`src/rtl/pwl_pipe_gen_if.sv`:
```
// Sample/result streams and coefficient write port of the PWL evaluation pipeline.
// Handshake: a beat moves on a rising edge where valid & ready are both high;
// the producer keeps valid and payload stable until that edge, and ready may depend combinationally on the consumer's state.
interface pwl_pipe_gen_if #(
  parameter int DATA_W   = 16,
  parameter int SEG_BITS = 4
);
  logic                in_valid;
  logic                in_ready;
  logic [DATA_W-1:0]   x_in;
  logic [1:0]          mode_in;
  logic [DATA_W-1:0]   y_out;
  logic                sat_out;
  logic                out_valid;
  logic                out_ready;
  logic                cfg_we;
  logic                cfg_sel;
  logic [SEG_BITS-1:0] cfg_addr;
  logic [DATA_W-1:0]   cfg_slope;
  logic [DATA_W-1:0]   cfg_intercept;

  modport master (
    output in_valid, x_in, mode_in, out_ready,
    output cfg_we, cfg_sel, cfg_addr, cfg_slope, cfg_intercept,
    input  in_ready, y_out, sat_out, out_valid
  );

  modport slave (
    input  in_valid, x_in, mode_in, out_ready,
    input  cfg_we, cfg_sel, cfg_addr, cfg_slope, cfg_intercept,
    output in_ready, y_out, sat_out, out_valid
  );
endinterface

```
`src/rtl/pwl_pipe_gen.sv`:
```
// Four-stage, two-table piecewise-linear evaluator with programmable coefficients,
// per-sample mode select and a global stall driven by output backpressure.
module pwl_pipe_gen #(
  parameter int DATA_W   = 16,
  parameter int FRAC_W   = 8,
  parameter int SEG_BITS = 4
) (
  input logic            clk,
  input logic            rst_n,
  pwl_pipe_gen_if.slave  bus
);

  localparam int SEGS = 1 << SEG_BITS;
  localparam int PW   = 2 * DATA_W + 1;
  localparam int RW   = PW + 1;

  typedef enum logic [1:0] {
    MODE_A   = 2'd0,
    MODE_B   = 2'd1,
    MODE_AB  = 2'd2,
    MODE_BYP = 2'd3
  } mode_t;

  typedef logic [DATA_W-1:0] word_t;

  // Returns {sat, y}: y = clamp((slope * x) >>> FRAC_W + intercept, 0, 2^DATA_W-1).
  function automatic logic [DATA_W:0] pwl_eval(input word_t slope, input word_t icpt, input word_t x);
    logic signed [PW-1:0] sa;
    logic signed [PW-1:0] xa;
    logic signed [PW-1:0] p;
    logic signed [PW-1:0] q;
    logic signed [RW-1:0] r;
    sa = {{(PW-DATA_W){slope[DATA_W-1]}}, slope};
    xa = {{(PW-DATA_W){1'b0}}, x};
    p  = sa * xa;
    q  = p >>> FRAC_W;
    r  = {q[PW-1], q} + {{(RW-DATA_W){icpt[DATA_W-1]}}, icpt};
    if (r[RW-1])
      pwl_eval = {1'b1, {DATA_W{1'b0}}};
    else if (|r[RW-2:DATA_W])
      pwl_eval = {1'b1, {DATA_W{1'b1}}};
    else
      pwl_eval = {1'b0, r[DATA_W-1:0]};
  endfunction

  function automatic logic [SEG_BITS-1:0] seg(input word_t x);
    seg = x[DATA_W-1 -: SEG_BITS];
  endfunction

  word_t a_slope [SEGS];
  word_t a_icpt  [SEGS];
  word_t b_slope [SEGS];
  word_t b_icpt  [SEGS];

  logic  advance;

  logic  v1, v2, v3, v4;
  mode_t m1, m2, m3;
  word_t x1, sa1, ia1;
  word_t y2, y3, y4, sb3, ib3;
  logic  s2, s3, s4;

  logic [DATA_W:0] eval_a;
  logic [DATA_W:0] eval_b;

  assign advance       = ~v4 | bus.out_ready;
  assign bus.in_ready  = advance;
  assign bus.out_valid = v4;
  assign bus.y_out     = y4;
  assign bus.sat_out   = s4;

  assign eval_a = pwl_eval(sa1, ia1, x1);
  assign eval_b = pwl_eval(sb3, ib3, y3);

  // Coefficient writes ignore the stall; reads sample the tables at S1/S3 capture.
  always_ff @(posedge clk or negedge rst_n) begin
    if (!rst_n) begin
      for (int i = 0; i < SEGS; i++) begin
        a_slope[i] <= '0;
        a_icpt[i]  <= '0;
        b_slope[i] <= '0;
        b_icpt[i]  <= '0;
      end
    end else if (bus.cfg_we) begin
      if (bus.cfg_sel) begin
        b_slope[bus.cfg_addr] <= bus.cfg_slope;
        b_icpt[bus.cfg_addr]  <= bus.cfg_intercept;
      end else begin
        a_slope[bus.cfg_addr] <= bus.cfg_slope;
        a_icpt[bus.cfg_addr]  <= bus.cfg_intercept;
      end
    end
  end

  always_ff @(posedge clk or negedge rst_n) begin
    if (!rst_n) begin
      v1  <= 1'b0;
      v2  <= 1'b0;
      v3  <= 1'b0;
      v4  <= 1'b0;
      m1  <= MODE_A;
      m2  <= MODE_A;
      m3  <= MODE_A;
      x1  <= '0;
      sa1 <= '0;
      ia1 <= '0;
      y2  <= '0;
      s2  <= 1'b0;
      y3  <= '0;
      s3  <= 1'b0;
      sb3 <= '0;
      ib3 <= '0;
      y4  <= '0;
      s4  <= 1'b0;
    end else if (advance) begin
      v1  <= bus.in_valid;
      m1  <= mode_t'(bus.mode_in);
      x1  <= bus.x_in;
      sa1 <= a_slope[seg(bus.x_in)];
      ia1 <= a_icpt[seg(bus.x_in)];

      v2 <= v1;
      m2 <= m1;
      if (m1 == MODE_B || m1 == MODE_BYP)
        {s2, y2} <= {1'b0, x1};
      else
        {s2, y2} <= eval_a;

      v3  <= v2;
      m3  <= m2;
      y3  <= y2;
      s3  <= s2;
      sb3 <= b_slope[seg(y2)];
      ib3 <= b_icpt[seg(y2)];

      v4 <= v3;
      if (m3 == MODE_A || m3 == MODE_BYP)
        {s4, y4} <= {s3, y3};
      else
        {s4, y4} <= {s3 | eval_b[DATA_W], eval_b[DATA_W-1:0]};
    end
  end

endmodule

```
`src/flat_wrapper.sv`:
```
// flat-port wrapper written by rule: the top's interface ports become plain ports
module pwl_pipe_gen_flat 
#(
  parameter int DATA_W   = 16,
  parameter int FRAC_W   = 8,
  parameter int SEG_BITS = 4
)
  (clk, rst_n, bus_in_valid, bus_x_in, bus_mode_in, bus_out_ready, bus_cfg_we, bus_cfg_sel, bus_cfg_addr, bus_cfg_slope, bus_cfg_intercept, bus_in_ready, bus_y_out, bus_sat_out, bus_out_valid);
  pwl_pipe_gen_if #(.DATA_W(DATA_W), .SEG_BITS(SEG_BITS)) bus_i ();
  input logic clk;
  input logic rst_n;
  input wire logic [$bits(bus_i.in_valid)-1:0] bus_in_valid;
  input wire logic [$bits(bus_i.x_in)-1:0] bus_x_in;
  input wire logic [$bits(bus_i.mode_in)-1:0] bus_mode_in;
  input wire logic [$bits(bus_i.out_ready)-1:0] bus_out_ready;
  input wire logic [$bits(bus_i.cfg_we)-1:0] bus_cfg_we;
  input wire logic [$bits(bus_i.cfg_sel)-1:0] bus_cfg_sel;
  input wire logic [$bits(bus_i.cfg_addr)-1:0] bus_cfg_addr;
  input wire logic [$bits(bus_i.cfg_slope)-1:0] bus_cfg_slope;
  input wire logic [$bits(bus_i.cfg_intercept)-1:0] bus_cfg_intercept;
  output wire logic [$bits(bus_i.in_ready)-1:0] bus_in_ready;
  output wire logic [$bits(bus_i.y_out)-1:0] bus_y_out;
  output wire logic [$bits(bus_i.sat_out)-1:0] bus_sat_out;
  output wire logic [$bits(bus_i.out_valid)-1:0] bus_out_valid;
  assign bus_i.in_valid = bus_in_valid;
  assign bus_i.x_in = bus_x_in;
  assign bus_i.mode_in = bus_mode_in;
  assign bus_i.out_ready = bus_out_ready;
  assign bus_i.cfg_we = bus_cfg_we;
  assign bus_i.cfg_sel = bus_cfg_sel;
  assign bus_i.cfg_addr = bus_cfg_addr;
  assign bus_i.cfg_slope = bus_cfg_slope;
  assign bus_i.cfg_intercept = bus_cfg_intercept;
  assign bus_in_ready = bus_i.in_ready;
  assign bus_y_out = bus_i.y_out;
  assign bus_sat_out = bus_i.sat_out;
  assign bus_out_valid = bus_i.out_valid;
  pwl_pipe_gen #(.DATA_W(DATA_W), .FRAC_W(FRAC_W), .SEG_BITS(SEG_BITS)) u_core (.clk(clk), .rst_n(rst_n), .bus(bus_i));
endmodule
```
`config.mk`:
```
export PLATFORM = sky130hd
export DESIGN_NAME = pwl_pipe_gen_flat
export DESIGN_NICKNAME = d
export VERILOG_FILES = /design/src/rtl/pwl_pipe_gen_if.sv /design/src/rtl/pwl_pipe_gen.sv /design/src/flat_wrapper.sv
export SDC_FILE = /design/constraint.sdc
export NUM_CORES = 2
export LEC_CHECK = 0
export CORE_ASPECT_RATIO = 1.4
export CORE_MARGIN = 8
export CORE_UTILIZATION = 64
export CTS_CLUSTER_DIAMETER = 120
export CTS_CLUSTER_SIZE = 14
export DETAILED_ROUTE_END_ITERATION = 6
export PLACE_DENSITY = 0.81
export SETUP_SLACK_MARGIN = 0.1
export SKIP_CTS_REPAIR_TIMING = 1
export SKIP_LAST_GASP = 1
export SLEW_MARGIN = 10
export SYNTH_ARGS = -nofsm -noshare
export SYNTH_HDL_FRONTEND = slang
export SYNTH_SLANG_ARGS = --single-unit
```
`constraint.sdc`:
```
create_clock -name clk -period 11.1 [get_ports clk]
set_input_delay 2.22 -clock clk [delete_from_list [all_inputs] [get_ports clk]]
set_output_delay 2.22 -clock clk [all_outputs]
set_load 0.005 [all_outputs]
```
# Word-level counts from Yosys, hierarchy flattened

Cells that the tools add are included.

Add/subtract/negate cells: 2
Multiply operators: 2
Order comparisons: 4
Eq/ne operators: 3
Muxes and demuxes: 26
Bitwise logic cells: 7
Reduce and logical (&&, ||, !) cells: 8

Operators with widths:

| cell                                                                   | count |
|---|---|
| 256-bit bitwise mux                                                    | 4 |
| 16-bit binary-select mux with 4-bit select                             | 4 |
| 16-bit 2-to-1 mux                                                      | 11 |
| 17-bit 2-to-1 mux                                                      | 4 |
| 16-bit by 17-bit multiplier with 33-bit output                         | 2 |
| 16-bit demux with 4-bit select                                         | 1 |
| 25-bit by 16-bit adder with 26-bit output                              | 2 |
| 17-bit OR reduction                                                    | 2 |
| 5-bit greater-or-equal comparator (second input constant)              | 3 |
| 4-bit NOT with 5-bit output                                            | 3 |
| 5-bit by 1-bit < comparator with 1-bit output (second input constant)  | 1 |
| 2-bit equality test (second input constant)                            | 2 |
| 2-bit AND reduction                                                    | 2 |
| 2-bit by 1-bit equality test with 1-bit output (second input constant) | 1 |
| 2-bit logical NOT                                                      | 1 |
| 1-bit logical OR                                                       | 2 |
| 1-bit 2-to-1 mux                                                       | 2 |
| 1-bit NOT                                                              | 2 |
| 1-bit bitwise OR                                                       | 2 |
| 1-bit logical AND                                                      | 1 |

Bits in registers: 1,165
Output and inout port bits: 19
Word-level logic and storage cells: 134

# Logic depth before layout (Yosys ltp)

Depth after elaboration: 7
Mapped depth: 37
Mapped depth without buffers: 32

# Least setup slack after synthesis

OpenSTA, ideal clock, no wires.

Kind: register -> register
Start point: register u_core.y3[10]
End point: register u_core.y4[11] (netlist: u_core.bus.y_out[11])
Arrival: 8.627 ns
Required time: 10.963 ns
Path slack: 2.336 ns
Stages on the path, launching flop included: 33
Path buffers: 3
Period minus slack after synthesis: 8.764 ns
Cells stage by stage: dfrtp_1 clkbuf_1 clkbuf_1 nand2_1 fa_1 fa_1 fa_1 fa_1 inv_1 fa_1 inv_1 fa_1 inv_1 ha_1 a211o_1 o221a_2 o21ai_0 a2111oi_2 o31ai_1 o21bai_1 a21oi_1 o21ba_2 xnor2_1 ha_1 clkbuf_1 a21o_1 a21oi_1 a211o_1 mux2_1 or3_1 or4_4 or2_4 a2bb2oi_1

Longest elaborated chain between the ends: 6

RTL lines:

| item                                             | RTL line            | RTL |
|---|---|---|
| from (decl)                                      | pwl_pipe_gen.sv:60  | `word_t y2, y3, y4, sb3, ib3;` |
| from (signal assigned)                           | pwl_pipe_gen.sv:131 | `y3 <= y2;` |
| 16-bit by 17-bit multiplier with 33-bit output * | pwl_pipe_gen.sv:35  | `p = sa * xa;` |
| 25-bit by 16-bit adder with 26-bit output *      | pwl_pipe_gen.sv:37  | `r = {q[PW-1], q} + {{(RW-DATA_W){icpt[DATA_W-1]}}, icpt};` |
| 17-bit OR reduction                              | pwl_pipe_gen.sv:40  | `else if (\|r[RW-2:DATA_W])` |
| 17-bit 2-to-1 mux                                | pwl_pipe_gen.sv:40  |  |
| 17-bit 2-to-1 mux *                              | pwl_pipe_gen.sv:38  | `if (r[RW-1])` |
| 16-bit 2-to-1 mux *                              | pwl_pipe_gen.sv:137 | `if (m3 == MODE_A \|\| m3 == MODE_BYP)` |
| to (signal assigned)                             | pwl_pipe_gen.sv:138 | `{s4, y4} <= {s3, y3};` |
| to (signal assigned)                             | pwl_pipe_gen.sv:140 | `{s4, y4} <= {s3 \| eval_b[DATA_W], eval_b[DATA_W-1:0]};` |
| to (decl)                                        | pwl_pipe_gen.sv:60  |  |

Mark *: on every way between the ends. The rest lies on a longest branch, timed or not.
A chain may end at the register's enable or synchronous reset.

# Final worst setup path

Start point: register u_core.y3[9]
End point: register u_core.y4[11] (netlist: u_core.bus.y_out[11])

Same word-level chain as after synthesis.

==> results.json <==
{
  "htree_levels": 3,
  "fmax_mhz": 103,
  "antenna_found_initial": 13,
  "rsz0062_at_grt": "false",
  "die-area_mm2": 0.122,
  "viasPerCell": 6.33,
  "start_util_pct": 64.5,
  "hold_violations": 0,
  "start_kind": "flop",
  "num_rows": 144,
  "clock-sinks": 1165,
  "drtIter0Drc": 3495,
  "skew_ns": 0.0235,
  "cp.required_ns": 11.66,
  "synth_seq_cells": 1165,
  "ys.flop_type": "dfrtp_1",
  "die_y_um": 410,
  "worstPathArrival_ns": 10.23,
  "gr-total-overflow": 0,
  "synth_edf_count": 0,
  "outcome": "finished clean",
  "cts.path.max_buffers": 3,
  "grt_pass1_vias": 47759,
  "drv_cap": 0,
  "synth_top_area_cell": "dfrtp_1",
  "criticalPathCategory": "reg -> reg",
  "layout-drive-gt1-share_pct": 28.6,
  "r2r-end": "u_core.bus.y_out[11]",
  "fin_setup_tns_ns": 0,
  "vias": 44064,
  "critPathMaxFanout": 18,
  "syn_to_final_growth_pct": 6.25,
  "cts_root_buf": "clkbuf_16",
  "stdcell_count": 6958,
  "ys_types": 79,
  "place_inst": 6842,
  "postRouteAntennaNets": 0,
  "cpMaxStageDelayCell": "dfrtp_1",
  "numCtsBuffers": 94,
  "ios": 79,
  "clkTransAtPathRegs_ns": 0.07,
  "final.period_utilization_pct": 87.1,
  "ys_async_sr_fraction_pct": 100,
  "grt_max_degree": 201,
  "drc": 0,
  "cts_tree": "yes",
  "r2r-start": "u_core.y3[9]",
  "hold_class": "reg -> reg",
  "synth_area_per_cell_um2": 12.6,
  "slowest_delay_ns": 0.86,
  "routed_wl_um": 171000,
  "min_path_cells": 2,
  "synth_most_common_cell": "dfrtp_1",
  "netlist_top_cells_count": "1165 x dfrtp_1, 1024 x mux2_2, 536 x nand2_1",
  "ys.warnings.count": 0,
  "synthTopCellsByArea": "dfrtp_1 41%, mux2_2 16%, fa_1 11%, mux4_2 9.6%, ha_1 5.1%",
  "setup_violations": 0,
  "cp-end-kind": "flop",
  "wl_per_cell_um": 24.6,
  "grt_usage_pct": 28.5,
  "min_to": "u_core.v3",
  "dpl.hpwl_um": 111000,
  "dieWidth_um": 297,
  "layout_min_cycle_time_ns": 9.67,
  "io_buffers": 78,
  "synth_top_area_share_pct": 41.2,
  "grt_pass1_wl_um": 273000,
  "cpMostUsedCell": "fa_1",
  "timing.reg2reg.setup_slack_ns": 1.43,
  "ys_seq_area_share_pct": 41.2,
  "syn_nets": 6362,
  "whs_ns": 0.465,
  "syn_area_mm2": 0.0708,
  "worst_pin_slew_ns": 1.27,
  "worst_skew_pair.late_latency_ns": 0.71,
  "first_pass_iters": 5,
  "final_max_slew_viol_count": 0,
  "synth_cells": 5626,
  "coreArea_mm2": 0.110,
  "nets": 6214,
  "maxSlewHeadroom_pct": 15.4,
  "gp_congestion": 0.905,
  "holdCritStartpoint": "u_core.v3",
  "r2r_cells": 29
}
==> critical path: cells and delay by family, from the launching register on <==
kind,cells,cell delay [ns]
compound gates,12,2.95
xor+xnor,1,0.07
fa+ha+maj,8,3.86
buf+inv,3,0.14
flops,1,0.86
mux,1,0.30
simple gates,4,1.34
==> cell type report <==
type                            instances  area (µm²)
Sequential cell                      1165       29200
Clock inverter                         10         175
Timing Repair Buffer                  148        1370
Tap cell                             1460        1830
Fill cell                            7619       34600
Clock buffer                           97        2370
Inverter                              502        1890
Multi-Input combinational cell       3567       38400
Antenna cell                            9        22.5
==> cell usage in the layout, fill, tap and decap left out, types with 94 or more instances in the layout <==
cell       Yosys  final
inv_1        502    501
a21oi_1      102    102
nand2_1      536    527
fa_1         388    388
mux2_2      1024   1024
and2_1       274    274
dfrtp_1     1165   1162
clkbuf_16      0     94
mux4_2       303    303
ha_1         288    288
nor2_1       128    118
==> through the flow <==
step / utilization [%] / setup WS (ns) / cell area, µm²
3_3_place_gp: 66.2 / 1.73 / 72700
4_1_cts: 68.5 / 1.47 / 75300
6_report: 68.5 / 1.43 / 75300
3_5_place_dp: 66.2 / 1.51 / 72700
5_1_grt: 68.5 / 0.911 / 75300
2_1_floorplan: - / 2.34 / 70800
==> state kept, by name, summed over array words and instances, names as in the netlist, 16 cells and up <==
register / count
u_core.a_icpt: 256
u_core.a_slope: 256
u_core.b_icpt: 256
u_core.b_slope: 256
u_core.bus.y_out: 16
u_core.ia1: 16
u_core.ib3: 16
u_core.sa1: 16
u_core.sb3: 16
u_core.x1: 16
u_core.y2: 16
u_core.y3: 16
==> layer usage <==
metal	share of wire, %	GRT usage (%)
met3	5.5	4.10
met4	3.6	11.3
met5	0.021	0
met1	39	36.3
met2	52	49.4
==> cell families (layout without fill, tap and decap cells) <==
logic type / count (synthesis) / after routing / synth area share, %
muxes: 1363 / 1363 / 26.4
DFF: 1165 / 1165 / 41.2
and+or+nand+nor: 1091 / 1091 / 7.31
buffers and inverters: 894 / 757 / 4.78
adders and majority gates: 676 / 676 / 16.1
AOI/OAI and AO/OA: 358 / 358 / 3.31
xor gates and xnor gates: 79 / 79 / 0.977
other: 0 / 9 / 0
==> worst max-delay path by stage <==
| stage | start | end | slack [ns] |
|---|---|---|---|
| 2_1_floorplan | u_core.y3[10] | u_core.bus.y_out[11] | 2.34 |
| 3_3_place_gp | u_core.x1[6] | u_core.y2[12] | 1.73 |
| 3_5_place_dp | u_core.y3[9] | u_core.bus.y_out[11] | 1.51 |
| 4_1_cts | u_core.y3[9] | u_core.bus.y_out[11] | 1.47 |
| 5_1_grt | u_core.sa1[7] | u_core.y2[7] | 0.91 |
| 6_report | u_core.y3[9] | u_core.bus.y_out[11] | 1.43 |
Power is left out: the tool's default activity adds up to more than one toggle a clock period on the data nets, which glitch-free logic cannot reach.
